$ cat src/rtl/lp805x_sfr_pxfer.sv
// lp805x_sfr_pxfer: peripheral-clock SFR transfer engine (toggle request in, one bus access, toggle ack out)
// Optional p_ready timeout enabled by defining LP805X_SFR_TIMEOUT_EN.
module lp805x_sfr_pxfer #(
  parameter int AW      = 8,
  parameter int DW      = 8,
  parameter int SYNC    = 2,
  parameter int TIMEOUT = 15
) (
  input  logic          clk,
  input  logic          rst,
  input  logic          req_tgl,
  input  logic          req_wr,
  input  logic [AW-1:0] req_addr,
  input  logic [DW-1:0] req_wdata,
  output logic          ack_tgl,
  output logic [DW-1:0] rsp_rdata,
  output logic          rsp_err,
  output logic          sfr_prrdy,
  input  logic          sfr_pget,
  output logic          sfr_pwrdy,
  output logic          read,
  input  logic          sfr_pput,
  output logic          p_sel,
  output logic          p_we,
  output logic [AW-1:0] p_addr,
  output logic [DW-1:0] p_wdata,
  input  logic [DW-1:0] p_rdata,
  input  logic          p_ready
);
  typedef enum logic [1:0] {IDLE, GRANT, ACCESS, DONE} state_t;
  state_t state;
  logic [SYNC-1:0] sync;
  logic served_tgl;
  logic req_s;
  assign req_s = sync[SYNC-1];
  assign read = sfr_pwrdy;
`ifdef LP805X_SFR_TIMEOUT_EN
  localparam int CW = $clog2(TIMEOUT + 1);
  logic [CW-1:0] cnt;
  logic tmo;
  assign tmo = cnt == CW'(TIMEOUT - 1);
`else
  logic unused_timeout;
  assign unused_timeout = |TIMEOUT;
  assign rsp_err = 1'b0;
`endif
  // Pending is a level compare so a toggle arriving while busy waits for IDLE.
  always_ff @(posedge clk) begin
    if (rst) begin
      state      <= IDLE;
      sync       <= '0;
      served_tgl <= 1'b0;
      ack_tgl    <= 1'b0;
      rsp_rdata  <= '0;
      sfr_prrdy  <= 1'b0;
      sfr_pwrdy  <= 1'b0;
      p_sel      <= 1'b0;
      p_we       <= 1'b0;
      p_addr     <= '0;
      p_wdata    <= '0;
`ifdef LP805X_SFR_TIMEOUT_EN
      rsp_err    <= 1'b0;
      cnt        <= '0;
`endif
    end else begin
      sync      <= {sync[SYNC-2:0], req_tgl};
      sfr_prrdy <= 1'b0;
      case (state)
        IDLE: if (req_s != served_tgl) begin
          p_we       <= req_wr;
          p_addr     <= req_addr;
          p_wdata    <= req_wdata;
          served_tgl <= req_s;
          sfr_prrdy  <= 1'b1;
          state      <= GRANT;
        end
        GRANT: if (sfr_pget) begin
          p_sel <= 1'b1;
          state <= ACCESS;
`ifdef LP805X_SFR_TIMEOUT_EN
          cnt   <= '0;
`endif
        end
        ACCESS: if (p_ready) begin
          p_sel     <= 1'b0;
          rsp_rdata <= p_we ? rsp_rdata : p_rdata;
          sfr_pwrdy <= 1'b1;
          state     <= DONE;
`ifdef LP805X_SFR_TIMEOUT_EN
          rsp_err   <= 1'b0;
        end else if (tmo) begin
          p_sel     <= 1'b0;
          rsp_rdata <= p_we ? rsp_rdata : {DW{1'b1}};
          rsp_err   <= 1'b1;
          sfr_pwrdy <= 1'b1;
          state     <= DONE;
        end else begin
          cnt <= cnt + 1'b1;
`endif
        end
        DONE: if (sfr_pput) begin
          sfr_pwrdy <= 1'b0;
          ack_tgl   <= ~ack_tgl;
          state     <= IDLE;
        end
        default: state <= IDLE;
      endcase
    end
  end
endmodule

$ cat config.mk
export PLATFORM = sky130hd
export DESIGN_NAME = lp805x_sfr_pxfer
export DESIGN_NICKNAME = d
export VERILOG_FILES = /design/src/rtl/lp805x_sfr_pxfer.sv
export SDC_FILE = /design/constraint.sdc
export NUM_CORES = 1
export LEC_CHECK = 0
export CORE_UTILIZATION = 40
export DETAILED_ROUTE_END_ITERATION = 10
export PLACE_DENSITY = 0.75
export SLEW_MARGIN = 20
export SYNTH_ARGS = -nofsm -noshare
export SYNTH_HDL_FRONTEND = slang
export SYNTH_SLANG_ARGS = --single-unit
$ cat constraint.sdc
create_clock -name clk -period 3.01 [get_ports clk]
set_input_delay 0.4515 -clock clk [delete_from_list [all_inputs] [get_ports clk]]
set_output_delay 0.4515 -clock clk [all_outputs]
set_load 0.01 [all_outputs]
; ---- Word level (Yosys, flattened, before mapping)
; Cells that the tools add are included.
[word_totals]
output_inout_bits = 31
wordCells = 44
memories = 0
in_bits = 31
mem_bits_ro = 0
ff_bits = 34
latch_bits = 0
ram_bits = 0
[op_classes]
muxes = 12
n_eq_ne = 8
shift = 0
n_reduce_logical = 10
bitwise = 3
n_div = 0
n_lt_le_gt_ge = 0
n_mul = 0
add_sub_neg = 0
[op_table]
columns = cell, count
row1 = $reduce_and 3->1, 3
row2 = $mux 2, 4
row3 = $ne 2x2->1 const B, 4
row4 = $pmux 2 s4, 1
row5 = $mux 1, 5
row6 = $eq 2x2->1 const B, 2
row7 = $pmux 1 s2, 2
row8 = $reduce_and 2->1, 2
row9 = $reduce_and 4->1, 1
row10 = $reduce_bool 2->1, 2
row11 = $not 1->1, 3
row12 = $eq 2x1->1 const B, 1
row13 = $logic_not 2->1, 1
row14 = $reduce_or 2->1, 1
row15 = $ne 1x1->1, 1

; ---- Logic depth before layout (Yosys ltp)
; Gate-level depths: netlist (run 1).
[logic_depth]
depth_word = 3
depth_mapped = 7
depth_no_buf = 6

; ---- Worst setup path after synthesis (run 1)
; OpenSTA, ideal clock, no wires.
[synth_path]
kind = register -> register
startpoint = register state[0]
endpoint = register rsp_rdata[1]
required_ps = 2882
stages_incl_launch_ff = 7
slack_ps = 1685
arrival_time_ps = 1198
path_buffers = 1
setup_ps = 128
synth_period_minus_slack_ps = 1325
path_cell_list = dfxtp_1 inv_1 ha_1 nand3b_1 buf_2 mux2i_1 nor2_1
[synth_via]
elab_chain_len = 2
[synth_rtl]
columns = item, line
row1 = start: declaration, 31  ; state_t state;
row2 = start signal: assignment, 50  ; state <= IDLE;
row3 = start signal: assignment, 75  ; state <= GRANT;
row4 = start signal: assignment, 79  ; state <= ACCESS;
row5 = $eq 2x2->1, 68  ; case (state)
row6 = $reduce_and 3->1 (no line), -
row7 = end signal: assignment, 86  ; rsp_rdata <= p_we ? rsp_rdata : p_rdata;
row8 = end: declaration, 16  ; output logic [DW-1:0] rsp_rdata,
; No other way between the ends.
; A chain may end at the register's enable or synchronous reset.

; ---- Worst setup path in the final report (run 1)
[layout_path]
startpoint = register sfr_pwrdy, in the netlist read
endpoint = output port read
[layout_lines]
columns = item, line
row1 = start: declaration, 20  ; output logic sfr_pwrdy,
row2 = start signal: assignment, 56  ; sfr_pwrdy <= 1'b0;
row3 = start signal: assignment, 87  ; sfr_pwrdy <= 1'b1;
row4 = start signal: assignment, 102  ; sfr_pwrdy <= 1'b0;
row5 = end: declaration, 21  ; output logic read,
; No word-level cell between the ends.

==> metrics, run 1 <==
Seq cells post-synth=34; Syn Area/Cell=8.69 µm²; CP max stage cell=clkdlybuf4s50_1; wire per inst=11.9 µm; vias in the first global route=about 1200; Power Internal=between 800 and 900 µW; Synth Flop Type=dfxtp_1; final wirelength=3.05 mm; final instance area=about 0.002 mm²; hpwl dp=around 2.3 mm; sw frac=0.292; Worst Tran Pin Value=~0.72 ns; Yosys cell types=19; GR Overflow Total=0; RSZ-0062 raised after global routing=no; most numerous cell in the Yosys netlist=nand2_1; post-CTS setup repair buffer count=0; TritonCTS buffer count=5; I/O Pins=62; critical path required time=2.56 ns; outcome=finished, final reports clean; Reg power frac=0.435; setup TNS=0 ns; Vias per Instance=4.69; fin nets=between 200 and 250; ant diodes=0; f_max=580 MHz; die area=roughly 0.0036 mm²; Starting Density=0.429; top cells by area, synth=dfxtp_1 (51%), nand2_1 (11%), a21oi_1 (8.3%); Cells after Synth=153; DR pass1 iterations=4; input/output buffers=60; utilization after layout=0.648; Reg clk slew, reported paths=0.10 ns; skew final=0.00592 ns; cell taking the most area after synthesis=dfxtp_1; Commonest cells post-synth=nand2_1 (38), dfxtp_1 (34), a21oi_1 (22), nor2_1 (15), mux2i_1 (11); sequential share of the synthesized area=0.512; Synth-to-Final Area Change=51.1%; Site Rows=20; Post-synth EDFFs=0; Syn Nets=189; CTS sink cnt=34; post-route setup slack=roughly 1.3 ns; Slew Limit Fails=0; Critical Setup Path Class=register to output port; Critical Path AT=~1.3 ns; CORE AREA=about 0.0031 mm²; RD Place Congestion=0.766; first-pass GRT wire length=5.01 mm; endpoints failing setup=0; share of the synthesized area in the top cell type=0.512; vias after detailed routing=1201; mapped cell area=0.00133 mm²; synth warn=0; Final Hold Viols=0; layout cell share with drive strength beyond 1=0.0330; clock share of power=0.254; Post-DP Area=0.00193 mm²; min Tclk post-route=1.72 ns; Chip Width=59.7 µm; Slew HR=0.516; initial antenna violation count=0; Die H=59.7 µm; Post-CTS Hold Buffers=0; DP Worst Slack=1.08 ns; Post-CTS Resized=0; Final ANT Viol Nets=0; max-cap violation count=0; Slowest Stage Delay on Critical Path=0.56 ns; Switch Pwr=366 µW; DR DRC count=0; WP buf/inv=1; CTS root buf=clkbuf_4; CTS tree=yes; PwrDens=623 mW/mm²; DRT iter0 DRCs=28; HP Class=register to register; Post-synth ARST share=0; Lkg Pwr=0.000819 µW; GR Util All Layers=0.191; CP Capture Type=output port; fin crit share=0.573; Startpoint Class=register; combinational share of power=0.310; Tot Pwr=1250 µW; crit-path cells=clkdlybuf4s50_1; htree depth=2; Peak VDD IR=0.342 mV; clk_lat worst skew=0.32 ns; largest net degree at the start of global routing=22; worst-path fanout max=4; clk buf depth=2; crit-path leading delay family=buffers and inverters
==> placed cells by master (no fill, tap or decap) <==
master / instances
and2_1: 1
nor2_1: 15
dfxtp_1: 34
mux2i_1: 11
nand3b_1: 1
nor2b_1: 2
nand2b_1: 5
ha_1: 5
o21bai_1: 1
inv_1: 4
conb_1: 1
clkbuf_1: 2
clkbuf_4: 5
clkdlybuf4s50_1: 60
xor2_1: 2
buf_4: 1
a21oi_1: 22
o211ai_1: 1
bufinv_16: 1
nand2_1: 38
==> sequential cells by signal (all words and copies together), names as in the netlist <==
signal      count
sync            2
p_wdata         8
served_tgl      1
p_we            1
sfr_prrdy       1
rsp_rdata       8
p_sel           1
ack_tgl         1
read            1
state           2
p_addr          8
==> final timing paths <==
kind,from,slack (ns),end,depth (start not counted)
worst max register to register,state[0],1.39,p_wdata[1],5
worst max-delay path,read,1.29,read,1
worst min-delay path,sync[0],0.45,sync[1],1
worst min register to register,sync[0],0.45,sync[1],1
==> power by group through the flow <==
stage	Clock, µW	Sequential (µW)	Combinational, µW
2_1_floorplan	0	570	218
5_1_grt	354	554	437
3_3_place_gp	0	551	380
3_5_place_dp	0	556	389
6_report	319	545	388
4_1_cts	325	545	392
==> layout make-up <==
type                       instances  area (µm²)
sequential                        34         681
clock buffer                       7        45.0
fill                             290        1090
multi-input combinational        105         576
tap                               44        55.1
inverter                           4        15.0
clock inverter                     1        30.0
timing repair buffer              61         608
==> cell families (layout without fill, tap and decap cells) <==
kind of cell,after synthesis,count (layout),synth area share
simple gates,62,62,0.193
compound gates,24,24,0.0941
mux,11,11,0.0828
other cells,1,1,0.00282
flops,34,34,0.512
xor+xnor,2,2,0.0132
buf+inv,14,73,0.0555
fa+ha+maj,5,5,0.0470
==> metrics by stage <==
stage / hold WS [ns] / std cells
after global placement: 0.419 / 248
after global routing: 0.482 / 256
after detailed placement: 0.433 / 248
after floorplan: 0.414 / 153
final: 0.450 / 256
after CTS: 0.456 / 256
==> routing by layer <==
metal	up-vias	track usage	wire length, µm
li1	604	-	-
met1	551	0.215	1270
met2	42	0.324	1540
met3	4	0.0779	212
met4	0	0.0698	25
met5	-	0	0
No activity file was read; power rests on OpenSTA's default activity.
==> run 2, diff against run 1 <==
Settings changed: CORE_UTILIZATION 40 to 36, PLACE_DENSITY 0.75 to 0.71.
Clock period 3.01 ns to 1.4 ns, I/O delays scaled along.
==> run 2 against run 1 <==
Total power increased by 140%. Global-route usage is 2.4 points lower. Routed wire length up 5.2%. Sequential share of layout area down 3.0 points. Sequential cell count did not move. Sequential power is 110% higher. Design area increased by 9.8%. Combinational power rose to 2.7 times the previous value. Final cell count is 3.9% higher. Critical path type unchanged. Critical endpoint is now p_addr[6]. Largest power group unchanged.
==> metrics, run 2 (synthesis results as in run 1) <==
Tot Pwr=3060 µW (+140%); clk_lat worst skew=0.28 ns (-0.04 ns); vias after detailed routing=1239 (+3.2%); min Tclk post-route=around 1.4 ns; hpwl dp=2.27 mm (-1.0%); Slew Limit Fails=0 (unchanged); Slowest Stage Delay on Critical Path=0.54 ns (-0.02 ns); wire per inst=12.1 µm (+1.3%); layout cell share with drive strength beyond 1=0.109 (+0.0761); largest net degree at the start of global routing=37 (+68%); hold path depth=1 (unchanged); f_max=733 MHz; htree depth=2 (unchanged); DR pass1 iterations=4 (unchanged); clock share of power=0.282 (+0.028); CORE AREA=0.00344 mm² (+11%); outcome=finished, final reports clean; Placed Cells=257 (+3.6%); input/output buffers=60 (unchanged); skew final=0.00379 ns (-0.00213 ns); final instance area=0.00221 mm² (+9.8%); Startpoint Class=register; endpoints failing setup=0 (unchanged); initial antenna violation count=0 (unchanged); CP Capture Type=output port; GR Overflow Total=0 (unchanged); clk buf depth=2 (unchanged); GR Util All Layers=0.167 (-0.0240); Reg clk slew, reported paths=0.07 ns (-0.03 ns); crit-path leading delay family=buffers and inverters; fin crit share=0.975; WP buf/inv=1 (unchanged); top flop regs=p_addr: 8 flops, p_wdata: 8 flops, rsp_rdata: 8 flops; vias in the first global route=1189 (+1.5%); sw frac=0.295 (+0.00327); TritonCTS buffer count=5 (unchanged); CTS tree=yes; CTS sink cnt=34 (unchanged); Fillers=294 (+1.4%); critical path required time=1.19 ns (-1.37 ns); Die H=62.8 µm (+5.2%); I/O Pins=62 (unchanged); commonest non-fill, non-tap cell in the layout=clkdlybuf4s50_1; utilization after layout=0.641 (-0.00672); Site Rows=21 (+5.0%); crit-path cells=clkdlybuf4s50_1; most frequent cells in the layout=clkdlybuf4s50_1 (42), nand2_1 (38), dfxtp_1 (33), a21oi_1 (21), nor2_1 (15); CP max stage cell=clkdlybuf4s50_1; final wirelength=3.21 mm (+5.2%); Final Non-Filler Cells=266 (+3.9%); die area=0.00394 mm² (+11%); RD Place Congestion=0.756 (-1.4%); Peak VDD IR=0.792 mV (+130%); PwrDens=1390 mW/mm² (+120%); DRT iter0 DRCs=39 (+39%); HP Class=register to register; Post-DP Area=0.00201 mm² (+4.1%); Post-CTS Hold Buffers=0 (unchanged); Starting Density=0.386 (-0.0422); Switch Pwr=905 µW (+150%); first-pass GRT wire length=5.05 mm (+0.82%); Final Hold Viols=0 (unchanged); CTS root buf=clkbuf_8; ant diodes=0 (unchanged); combinational share of power=0.339 (+0.029); DR DRC count=0 (unchanged); max-cap violation count=0 (unchanged); FF-to-FF path depth=6 (+1); Final ANT Viol Nets=0 (unchanged); worst-path fanout max=2 (-2); Reg power frac=0.379 (-0.056); Worst path depth=1 (unchanged); Synth-to-Final Area Change=65.9%; Lkg Pwr=0.00116 µW (+41%); Critical Setup Path Class=register to output port; setup TNS=0 ns (unchanged); Power Internal=2160 µW (+140%); Vias per Instance=4.66 (-0.71%); Chip Width=62.8 µm (+5.2%); fin nets=255 (+3.2%); Critical Path AT=1.16 ns (-0.11 ns)
## run 2: path summary, 6_finish.rpt
path              from   endpoint  slack, ns
max          p_addr[6]  p_addr[6]       0.03
min            sync[0]    sync[1]       0.44
min reg2reg    sync[0]    sync[1]       0.44
max reg2reg   state[1]   state[0]       0.07
## run 2: area by class of cell
| cell class | count | area [µm²] | share of cell area |
|---|---|---|---|
| inverter | 4 | 15.0 | 0.00681 |
| clock buffer | 5 | 68.8 | 0.0312 |
| timing repair buffer | 69 | 723 | 0.328 |
| multi-input combinational | 105 | 619 | 0.281 |
| clock inverter | 3 | 40.0 | 0.0182 |
| sequential | 34 | 682 | 0.309 |
| tap | 46 | 57.6 | 0.0261 |
## run 2: per-layer routing
layer  track usage  wire [µm]  vias up
met5             0          0        -
met4        0.0640         41        0
met3        0.0821        228        6
met2         0.293       1700       50
met1         0.169       1240      568
li1              -          -      615
## run 2: repair_timing
action,in CTS,in global routing
setup buffers,0,1
resized for setup,6,23
endpoints found under the setup margin,23,35
pin swaps,0,1
hold endpoints to repair,0,0
## run 2: power by group through the flow
stage	Combinational, µW	Sequential, µW	Clock, µW
4_1_cts	946	1160	892
6_report	1040	1160	864
5_1_grt	1130	1180	944
3_5_place_dp	952	1180	0
3_3_place_gp	904	1170	0
2_1_floorplan	469	1230	0
## run 2: metrics by stage
step	hold WS [ns]	setup WS, ns
6_report	0.444	0.0349
5_1_grt	0.459	-0.00986
4_1_cts	0.454	0.00321
3_5_place_dp	0.443	-0.118
3_3_place_gp	0.430	-0.0680
2_1_floorplan	0.338	0.0745
==> run 3, diff against run 2 <==
Settings changed: GPL_ROUTABILITY_DRIVEN from default to 0.
==> results of run 3 <==
Final layout, timing and power as in run 2 (identical DEF).
==> variant 1 (settings of run 2) <==
Build with the macro `LP805X_SFR_TIMEOUT_EN` defined.
--- a/src/rtl/lp805x_sfr_pxfer.sv
+++ b/src/rtl/lp805x_sfr_pxfer.sv
@@ -1,4 +1,6 @@
 // lp805x_sfr_pxfer: peripheral-clock SFR transfer engine (toggle request in, one bus access, toggle ack out)
 // Optional p_ready timeout enabled by defining LP805X_SFR_TIMEOUT_EN.
+`define LP805X_SFR_TIMEOUT_EN
+
 module lp805x_sfr_pxfer #(
   parameter int AW      = 8,
Behaviour: no difference found for any inputs over 10 cycles, from zero or initial values and one cycle with rst high; that may be too few to reach the edited logic, so the function may still have changed.
==> variant 1 against run 2 <==
  * The run now ends with setup timing left
  * Non-clock buffer count rose by 23
  * Critical path type unchanged
  * Largest power group is now combinational cells
  * Clock power decreased by 13%
  * Synthesized area grew 24%
  * Sequential cell count increased by 5
  * Highest routed layer unchanged
  * Setup slack lost 100 ps
  * Cell area grew 31%
  * Final cell count rose by 24%
  * Wire length up 39%
  * Largest cell class is now multi-input combinational cells
  * Die area is 24% higher
  * Total power is 28% higher
  * Via count up 31%
  * Critical path depth unchanged
==> variant 1: results (changes against run 2) <==
<table>
<tr><th>Metric</th><th>Value</th></tr>
<tr><th colspan="2">Critical path</th></tr>
<tr><td>Termination of the worst setup path</td><td>rsp_rdata[0]</td></tr>
<tr><td>Capturing point of the worst reg2reg path</td><td>rsp_rdata[0]</td></tr>
<tr><td>CP Launch Point</td><td>rsp_rdata[0]</td></tr>
<tr><th colspan="2">Worst hold path</th></tr>
<tr><td>Cell depth of the worst hold path</td><td>2 (+1)</td></tr>
<tr><td>Worst Min Path Start</td><td>p_addr[4]</td></tr>
<tr><th colspan="2">Place</th></tr>
<tr><td>RePlAce Congestion</td><td>0.8359 (+11%)</td></tr>
<tr><td>Post-placement worst setup slack</td><td>-179.1 ps (-61.41 ps)</td></tr>
<tr><th colspan="2">Timing</th></tr>
<tr><td>Final setup violation count</td><td>6 (+6)</td></tr>
<tr><td>Post-route setup slack</td><td>-69.96 ps (-104.8 ps)</td></tr>
<tr><td>Worst Clk Skew</td><td>6.481 ps (+2.691 ps)</td></tr>
<tr><td>Worst hold slack after final layout</td><td>452.4 ps (+8.548 ps)</td></tr>
<tr><th colspan="2">Run status</th></tr>
<tr><td>Violations in the final reports</td><td>setup timing</td></tr>
<tr><td>Status</td><td>finished, violations left</td></tr>
<tr><th colspan="2">Synthesis</th></tr>
<tr><td>Net count of the mapped netlist</td><td>229 (+21%)</td></tr>
<tr><td>Unique cell type count in the Yosys netlist</td><td>34 (+15)</td></tr>
<tr><td>Most frequent cells after synthesis</td><td>sky130_fd_sc_hd__dfxtp_1, sky130_fd_sc_hd__nand2_1, sky130_fd_sc_hd__a21oi_1</td></tr>
<tr><th colspan="2">Global routing</th></tr>
<tr><td>Global-route met1 utilization</td><td>22.09% (+5.2 points)</td></tr>
<tr><th colspan="2">Detailed routing</th></tr>
<tr><td>Via count</td><td>1625 (+31%)</td></tr>
<tr><td>Met2 routed WL</td><td>2240 µm (+32%)</td></tr>
<tr><td>Sum of met3 wire segment lengths after detailed routing</td><td>246 µm (+7.9%)</td></tr>
<tr><th colspan="2">Power</th></tr>
<tr><td>Power in the clock group</td><td>0.749 mW (-13%)</td></tr>
<tr><td>IR drop worst, VDD</td><td>0.7823 mV (-1.2%)</td></tr>
<tr><td>Leak pwr</td><td>1.439 nW (+24%)</td></tr>
<tr><th colspan="2">Final layout</th></tr>
<tr><td>Share of layout cells above drive strength 1</td><td>29.39% (+18 points)</td></tr>
<tr><td>Number of fillers in the final layout</td><td>369 (+26%)</td></tr>
<tr><th colspan="2">Clocking</th></tr>
<tr><td>Post_cts resized</td><td>30 (+24)</td></tr>
<tr><td>Post-CTS Repair Setup Buffers</td><td>2 (+2)</td></tr>
</table>
## variant 1: cell count changes in the layout (fill, tap and decap cells not counted), sizes merged, moves of 3 or more
cell | run 2 | this run
a21oi | 22 | 26
a311oi | 0 | 8
buf | 9 | 31
clkdlybuf4s50 | 42 | 34
dfxtp | 34 | 39
dlygate4sd2 | 4 | 8
dlymetal6s2s | 14 | 19
inv | 4 | 14
mux2i | 11 | 2
nand3 | 0 | 3
nor2b | 2 | 5
## variant 1: through the flow
stage	instance area, µm²	TNS (ps)	util [%]	power (mW)
2_1_floorplan	1687	-73.87	-	2.090
3_3_place_gp	2514	-1713	57.33	2.756
3_5_place_dp	2514	-2167	57.33	2.791
4_1_cts	2708	-81.69	61.76	3.694
5_1_grt	2899	-1686	66.12	4.128
6_report	2899	-181.1	66.12	3.910
## variant 1: layout make-up
class	instances	area, µm²	share of cell area [%]
Timing Repair Buffer	92	940.9	32.46
Clock buffer	6	72.57	2.503
Inverter	14	57.56	1.985
Tap cell	52	65.06	2.244
Clock inverter	2	12.51	0.4316
Sequential cell	39	792.0	27.32
Multi-Input combinational cell	126	958.4	33.06
## variant 1: tightest hold or removal path, delay by kind of cell, from the launching register on
family | cells | cell delay, ps
flip-flops | 1 | 310
AND/OR/NAND/NOR | 1 | 50
AO/OA/AOI/OAI | 1 | 50
## variant 1: kinds of logic after synthesis
| group | after synthesis | synth area share [%] |
|---|---|---|
| AND/OR/NAND/NOR | 70 | 19.43 |
| flip-flops | 39 | 47.17 |
| XOR/XNOR | 2 | 1.058 |
| adder cells (fa/ha/maj) | 7 | 5.291 |
| multiplexers | 3 | 1.890 |
| AO/OA/AOI/OAI | 44 | 18.14 |
| buffers and inverters | 26 | 7.029 |
==> variant 2 (settings of run 2) <==
Without the edit above. Re-encode `state_t` (4 states) as one-hot, 4 bits wide.
--- a/src/rtl/lp805x_sfr_pxfer.sv
+++ b/src/rtl/lp805x_sfr_pxfer.sv
@@ -28,5 +28,5 @@
   input  logic          p_ready
 );
-  typedef enum logic [1:0] {IDLE, GRANT, ACCESS, DONE} state_t;
+  typedef enum logic [3:0] {IDLE = 4'b0001, GRANT = 4'b0010, ACCESS = 4'b0100, DONE = 4'b1000} state_t;
   state_t state;
   logic [SYNC-1:0] sync;
Check against the original RTL: same outputs for any inputs over 10 cycles, from zero or initial values and one cycle with rst high; not proved beyond that.
==> variant 2 against run 2 <==
  * The flow now finishes with violations (setup timing)
  * Largest cell class unchanged
  * Synthesized area is 6.0% higher
  * Non-clock buffer count is 13 higher
  * Clock skew is 0.96 ps higher
  * Utilization is 1.8 points higher
  * Critical endpoint is now p_addr[5]
  * Setup slack worse by 68 ps
  * Wire length is 10% higher
  * Sequential cell count is 2 higher
  * Worst hold slack better by 4.1 ps
  * Cell area is 11% higher
  * Count of clock-buffer cells in the layout is 3 higher
Power is not compared: it rests on default switching activity, and its combinational part moved more than twofold at a synthesized area within 25%.
==> variant 2: results (changes against run 2) <==
<table>
<tr><th>Metric</th><th>Value</th></tr>
<tr><th colspan="2">Final layout</th></tr>
<tr><td>NumNets Final</td><td>268 (+5.1%)</td></tr>
<tr><td>Largest registers</td><td>p_addr x8, p_wdata x8, rsp_rdata x8</td></tr>
<tr><td>Share of layout cells above drive strength 1</td><td>26.05% (+15 points)</td></tr>
<tr><td>Post-route insts no fill</td><td>286 (+7.5%)</td></tr>
<tr><th colspan="2">Run status</th></tr>
<tr><td>Status</td><td>finished, violations left</td></tr>
<tr><td>Violations in the final reports</td><td>setup timing</td></tr>
<tr><th colspan="2">Global routing</th></tr>
<tr><td>Total routing usage reported by global routing</td><td>17.22% (+0.48 points)</td></tr>
<tr><td>First-pass GRT wire length</td><td>5561 µm (+10%)</td></tr>
<tr><td>Pin count of the biggest net entering global routing</td><td>14 (-62%)</td></tr>
<tr><td>Number of global-route vias before repair</td><td>1284 (+8.0%)</td></tr>
<tr><th colspan="2">Synthesis</th></tr>
<tr><td>Sequential-to-total area share from yosys stat</td><td>51.11% (-0.067 points)</td></tr>
<tr><td>Most frequent cells after synthesis</td><td>sky130_fd_sc_hd__nand2_1, sky130_fd_sc_hd__dfxtp_1, sky130_fd_sc_hd__a21oi_1</td></tr>
<tr><td>Unique cell type count in the Yosys netlist</td><td>25 (+6)</td></tr>
<tr><td>Net count of the mapped netlist</td><td>191 (+1.1%)</td></tr>
<tr><td>Most area-consuming cells after synthesis</td><td>sky130_fd_sc_hd__dfxtp_1, sky130_fd_sc_hd__nand2_1, sky130_fd_sc_hd__a21oi_1</td></tr>
<tr><td>Mapped Cells</td><td>160 (+4.6%)</td></tr>
<tr><th colspan="2">Detailed routing</th></tr>
<tr><td>Remaining routing DRC violations</td><td>0 (unchanged)</td></tr>
<tr><td>Drt first pass iters</td><td>3 (-1)</td></tr>
<tr><td>DRT iter0 DRCs</td><td>66 (+69%)</td></tr>
<tr><td>Mean number of vias per cell</td><td>4.682 (+0.51%)</td></tr>
<tr><td>Total Wirelength</td><td>3544 µm (+10%)</td></tr>
<tr><th colspan="2">Place</th></tr>
<tr><td>RePlAce Congestion</td><td>0.7906 (+4.6%)</td></tr>
<tr><td>Post-placement worst setup slack</td><td>-421.6 ps (-303.9 ps)</td></tr>
<tr><td>HPWL after detailed placement</td><td>2333 µm (+2.9%)</td></tr>
<tr><th colspan="2">Timing</th></tr>
<tr><td>Post-route setup slack</td><td>-33.10 ps (-67.96 ps)</td></tr>
<tr><td>Worst Clk Skew</td><td>4.748 ps (+0.9586 ps)</td></tr>
<tr><td>Final setup violation count</td><td>22 (+22)</td></tr>
<tr><th colspan="2">Critical path</th></tr>
<tr><td>CP Data Arrival Time</td><td>1650 ps (+490 ps)</td></tr>
<tr><td>Maximum net fanout on the critical path</td><td>8 (+6)</td></tr>
</table>
## variant 2: cell types whose count changed after synthesis, moves of 3 or more
cell                              run 2  this run
sky130_fd_sc_hd__o21ai_0              0         5
sky130_fd_sc_hd__buf_6                1         4
sky130_fd_sc_hd__nand2b_1             5         2
sky130_fd_sc_hd__ha_1                 5         0
sky130_fd_sc_hd__inv_1                4         1
## variant 2: timing repair
action                                  4_1_cts  5_1_grt
endpoints found under the setup margin       28       38
hold endpoints to repair                      0        0
pin swaps                                     0       12
setup buffers                                 2        3
resized for setup                            10       44
cloned                                        1        1
## variant 2: critical path, stage by stage (launching register included)
cell and delay, ps:
sky130_fd_sc_hd__dfxtp_2 330, sky130_fd_sc_hd__buf_6 120, sky130_fd_sc_hd__nor4b_4 330, sky130_fd_sc_hd__and2_4 260, sky130_fd_sc_hd__buf_16 140, sky130_fd_sc_hd__nand2_4 50, sky130_fd_sc_hd__a21oi_2 130
## variant 2: cells by family after synthesis
kind of cell / share of synthesized area, %
AO/OA/AOI/OAI: 10.29
XOR/XNOR: 1.864
buffers and inverters: 6.476
flip-flops: 51.11
multiplexers: 6.389
other: 0.2659
AND/OR/NAND/NOR: 23.60
## variant 2: power by group through the flow
stage	Clock, mW	Combinational [mW]	Sequential (mW)
floorplan	0	0.169	1.13
global placement	0	0.399	1.12
detailed placement	0	0.403	1.12
CTS	0.765	0.440	1.09
global route	0.812	0.554	1.10
finish	0.739	0.510	1.10
## variant 2: worst paths after layout
kind	start	to	slack [ps]	cells after the start
worst min register to register	sync[0]	sync[1]	450	1
worst max-delay path	state[1]	p_addr[5]	-30	6
worst max register to register	state[1]	p_addr[5]	-30	6
worst min-delay path	sync[0]	sync[1]	450	1
## variant 2: metrics by stage
step	util, %	cell area [µm²]	setup TNS (ps)
after floorplan	-	1420	-326.6
after global placement	57.10	2122	-3398
after detailed placement	57.10	2122	-3775
after CTS	61.04	2268	-157.1
after global routing	65.89	2449	-2268
final	65.89	2449	-308.0
## variant 2: layout make-up
type                    count  area (µm²)
repair buffers             82       852.1
clock buffers               8       90.09
flip-flops and latches     36       726.9
multi-input cells         111       715.7
fillers                   327        1267
inverters                   1       3.754
well taps                  48       60.06
## variant 2: routing by layer
| metal | global-route usage (%) | routed length [µm] | vias to the layer above |
|---|---|---|---|
| met5 | 0 | 0 | - |
| met4 | 3.611 | 13 | 0 |
| met3 | 6.514 | 167 | 3 |
| met2 | 30.00 | 1789 | 38 |
| met1 | 19.96 | 1573 | 623 |
| li1 | - | - | 675 |
